`src/rtl/fetch_unit_pkg.sv`:
```
// Shared CPU package: fetch FSM encoding, reset vector and widths used by
// the fetch unit and the control unit.
package fetch_unit_pkg;

  localparam int unsigned IR_W           = 8;
  localparam int unsigned RST_PC_DEFAULT = 0;

  typedef enum logic [1:0] {
    ST_IDLE  = 2'd0,
    ST_FETCH = 2'd1,
    ST_FULL  = 2'd2
  } fetch_state_e;

endpackage

```
`src/rtl/fetch_unit.sv`:
```
// Instruction fetch unit: issues byte fetches at pc and holds one fetched
// byte in a single-entry buffer until the control unit takes it.
module fetch_unit
  import fetch_unit_pkg::*;
#(
  parameter int unsigned ADDR_W = 16,
  parameter int unsigned RST_PC = RST_PC_DEFAULT
) (
  input  logic              clk,
  input  logic              rst,
  input  logic [IR_W-1:0]   mem_data,
  input  logic              mem_ready,
  input  logic              ir_take,
  input  logic              jmp_en,
  input  logic [ADDR_W-1:0] jmp_addr,
  input  logic              halt,
  output logic [ADDR_W-1:0] mem_addr,
  output logic              mem_req,
  output logic [IR_W-1:0]   ir_byte,
  output logic              ir_valid,
  output logic [ADDR_W-1:0] pc
);

  fetch_state_e state;

  assign mem_addr = pc;

  // A jump overrides any memory response or take in the same cycle.
  always_ff @(posedge clk or posedge rst) begin
    if (rst) begin
      state    <= ST_IDLE;
      pc       <= ADDR_W'(RST_PC);
      ir_byte  <= '0;
      ir_valid <= 1'b0;
      mem_req  <= 1'b0;
    end else if (jmp_en) begin
      pc       <= jmp_addr;
      ir_valid <= 1'b0;
      if (halt) begin
        state   <= ST_IDLE;
        mem_req <= 1'b0;
      end else begin
        state   <= ST_FETCH;
        mem_req <= 1'b1;
      end
    end else begin
      case (state)
        ST_IDLE: begin
          if (!halt) begin
            state   <= ST_FETCH;
            mem_req <= 1'b1;
          end
        end
        ST_FETCH: begin
          // halt does not abort an outstanding request
          if (mem_ready) begin
            state    <= ST_FULL;
            ir_byte  <= mem_data;
            pc       <= pc + ADDR_W'(1);
            ir_valid <= 1'b1;
            mem_req  <= 1'b0;
          end
        end
        ST_FULL: begin
          if (ir_take) begin
            ir_valid <= 1'b0;
            if (halt) begin
              state   <= ST_IDLE;
              mem_req <= 1'b0;
            end else begin
              state   <= ST_FETCH;
              mem_req <= 1'b1;
            end
          end
        end
        default: begin
          state    <= ST_IDLE;
          ir_valid <= 1'b0;
          mem_req  <= 1'b0;
        end
      endcase
    end
  end

endmodule

```
`config.mk`:
```
export PLATFORM = sky130hd
export DESIGN_NAME = fetch_unit
export DESIGN_NICKNAME = d
export VERILOG_FILES = /design/src/rtl/fetch_unit_pkg.sv /design/src/rtl/fetch_unit.sv
export SDC_FILE = /design/constraint.sdc
export NUM_CORES = 1
export LEC_CHECK = 0
export CORE_MARGIN = 1
export CORE_UTILIZATION = 45
export DETAILED_ROUTE_END_ITERATION = 8
export GPL_TIMING_DRIVEN = 0
export PLACE_DENSITY = 0.86
export SYNTH_ARGS = -nofsm -noshare
export SYNTH_HDL_FRONTEND = slang
export SYNTH_SLANG_ARGS = --single-unit
export TNS_END_PERCENT = 50
```
`constraint.sdc`:
```
create_clock -name clk -period 3.1 [get_ports clk]
set_input_delay 0.62 -clock clk [delete_from_list [all_inputs] [get_ports clk]]
set_output_delay 0.62 -clock clk [all_outputs]
set_load 0.03 [all_outputs]
```
==> flow_summary_export.csv <==
group,metric,value,unit
global_routing,grt_usage,19.3,%
synthesis,synth_compound_area_share,7.87,%
timing,hold_viol,0,
global_routing,grt_start_max_net_pins,29,
cts,cts.sinks,28,
placed_design,finalWeightedCongestion,0.769,
synthesis,synth_nets,188,
synthesis,syn-instance-count,157,
synthesis,synth_simple_gate_area_share,18.8,%
setup_path,required,2.48,ns
detailed_routing,ant_nets,0,
timing,post-route-period-util,73.8,%
final_layout,area_growth,51.1,%
die,num_rows,21,
timing,fmaxAchievable,437,MHz
timing,finalClockSkew,0.00777,ns
timing,slew_viol_final,0,
detailed_routing,avgRoutedWirePerCell,13.0,um
power,powerDensity,529,mW/mm^2
setup_path,endpoint_kind,"output port",
die,start_util,47.4,%
global_routing,grt_pass1_wl,5330,um
final_layout,fin_area,0.00243,mm^2
cts,clock-root-buffer,"clkbuf_4",
run,max_cap_violations,0,
timing,rsz0062_at_grt,"false",
cts,ctsHoldBuffers,0,
final_layout,final_cell_mix,"clkdlybuf4s50_1 (71), dfrtp_1 (28), nand2_1 (19), buf_4 (16)",
synthesis,synth.avg_cell_area,10.2,um^2
setup_path,path_delay_family,"buffers and inverters",
setup_path,cp.arrival,1.67,ns
setup_path,path_class,"flop to output port",
detailed_routing,drt_wl_total,3630,um
synthesis,synth-seq-cells,28,
final_layout,fill_cells,266,
detailed_routing,first_pass_iters,4,
final_layout,register_area,701,um^2
cts,clk_latency,0.35,ns
final_layout,multi_input_area,718,um^2
placed_design,numPortBuffers,71,
detailed_routing,vias_per_cell,4.97,
synthesis,ys_seq_area_share,43.6,%
final_layout,layout-drive-gt1-share,18.1,%
cts,tritoncts,"built",
cts,cts_htree_levels,1,
setup_path,path_max_fanout,7,
final_layout,layout_commonest_cell,"clkdlybuf4s50_1",
die,fp.dieH,61.8,um
placed_design,placed_area,0.00237,mm^2
setup_path,cp_slowest_cell,"clkdlybuf4s50_1",
placed_design,dp_hpwl,2620,um
detailed_routing,drc_errors,0,
synthesis,yosys_warnings,0,
die,dieArea,0.00381,mm^2
die,core,0.00339,mm^2
synthesis,synthMuxAreaShare,9.66,%
detailed_routing,drt_iter0_drc,31,
timing,finalSetupTns,0,ns
detailed_routing,dr_total_vias,1383,
setup_path,timing.critical_path.buf_inv,2,
global_routing,grt_pass1_vias,1174,
global_routing,grt-ovfl-total,0,
synthesis,synth_xor_area_share,7.63,%
run_status,status,"finished, final reports clean",
min_path,min_path_type,"flop to flop",
power,ir_worst_vdd,0.000269,V
die,die_w,61.8,um
setup_path,path_cells,"buf_4, clkdlybuf4s50_1",
cts,clock_path_buffers,2,
cts,clk_pin_slew_worst_paths,0.16,ns
die,io_pins,72,
final_layout,final_net_count,264,
setup_path,cpPeakStageDelay,0.65,ns
setup_path,critPathLaunchType,"flop",
cts,cts_setup_buffers,0,
global_routing,antenna_found_initial,0,
timing,tightest_slew,1.05,ns
synthesis,synth_cell_types,33,
synthesis,synth_top_family_by_area,"simple AND/OR/NAND/NOR gates",
cts,cts_buffers,3,
cts,cts_resized,0,
power,power.leakage,1.00,nW
final_layout,num_antenna_cells,0,
timing,setup_viol,0,
synthesis,synthAdderAreaFrac,0.779,%
timing,relSlewSlack,29.8,%
synthesis,syn_area,0.00161,mm^2
timing,fin_crit,2.29,ns
-- final timing paths --
path	start	endpoint	slack, ns	depth (start not counted)
max	mem_addr[0]	pc[0]	0.81	2
max in group asynchronous	rst	mem_addr[15]	1.66	2
max reg2reg	state[1]	mem_addr[9]	1.38	5
min in group asynchronous	rst	ir_valid	0.80	2
min	ir_byte[0]	ir_byte[0]	0.52	1
min reg2reg	ir_byte[0]	ir_byte[0]	0.52	1
-- kinds of logic (layout without fill, tap and decap cells) --
kind of cell | Yosys count | count (layout)
DFF | 28 | 28
buffers and inverters | 26 | 101
muxes | 14 | 14
AOI/OAI and AO/OA | 22 | 22
and+or+nand+nor | 52 | 52
adders and majority gates | 1 | 1
xor gates and xnor gates | 14 | 14
-- cell usage after synthesis --
library cell | n | area (um^2)
dfrtp_1 | 28 | 701
nand2_1 | 19 | 71.3
buf_4 | 16 | 120
mux2_2 | 12 | 135
o21ai_0 | 12 | 60.1
xnor2_1 | 7 | 61.3
xor2_1 | 7 | 61.3
a21oi_1 | 5 | 25.0
nand3_1 | 5 | 25.0
nand4_1 | 5 | 31.3
nor2_1 | 5 | 18.8
buf_6 | 4 | 45.0
nor4_1 | 4 | 25.0
clkbuf_1 | 3 | 11.3
nor3_1 | 3 | 15.0
and2_1 | 2 | 12.5
inv_1 | 2 | 7.51
mux2i_1 | 2 | 20.0
nor4_2 | 2 | 25.0
a22o_1 | 1 | 8.76
a31oi_1 | 1 | 6.26
and3_1 | 1 | 6.26
and3b_1 | 1 | 8.76
and4_1 | 1 | 8.76
and4b_2 | 1 | 11.3
clkinv_1 | 1 | 3.75
ha_1 | 1 | 12.5
nand4_2 | 1 | 12.5
nand4b_4 | 1 | 23.8
nor2b_1 | 1 | 6.26
o211a_1 | 1 | 10.0
o22a_2 | 1 | 10.0
o22ai_1 | 1 | 6.26
-- through the flow --
stage               power [mW]  utilization, %  std cells  worst slack (ns)  hold slack [ns]
global route              1.34            71.6        278             0.732            0.545
global placement          1.03            70.1        274             0.773            0.487
finish                    1.28            71.6        278             0.813            0.525
detailed placement        1.04            70.1        274             0.677            0.495
floorplan                0.810               -        157              1.44            0.551
CTS                       1.29            71.6        278             0.801            0.531
-- flip-flops by register name, summed over array words and instances (netlist names) --
name and flops:
ir_valid 1, mem_addr 16, ir_byte 8, mem_req 1
state 2
-- where the power goes --
group | internal, mW | leakage (nW) | switching [mW]
clock | 0.131 | 0.0279 | 0.119
combinational | 0.269 | 0.636 | 0.282
sequential | 0.426 | 0.336 | 0.0569
-- area by class of cell --
class,count,share of cell area [%]
flip-flops and latches,28,28.9
inverters,3,0.464
repair buffers,71,29.3
clock inverters,1,1.24
multi-input cells,103,29.6
plain buffers,23,7.27
clock buffers,3,0.928
well taps,46,2.37
-- routing by layer --
metal | part of all wire (%) | track usage, % | wire length (um) | vias up
met5 | 0 | 0 | 0 | -
met2 | 50 | 33.5 | 1800 | 59
met1 | 42 | 24.5 | 1540 | 629
li1 | - | - | - | 690
met3 | 6.5 | 2.90 | 235 | 5
met4 | 1.5 | 6.67 | 54 | 0
No activity file was read; power rests on OpenSTA's default activity.
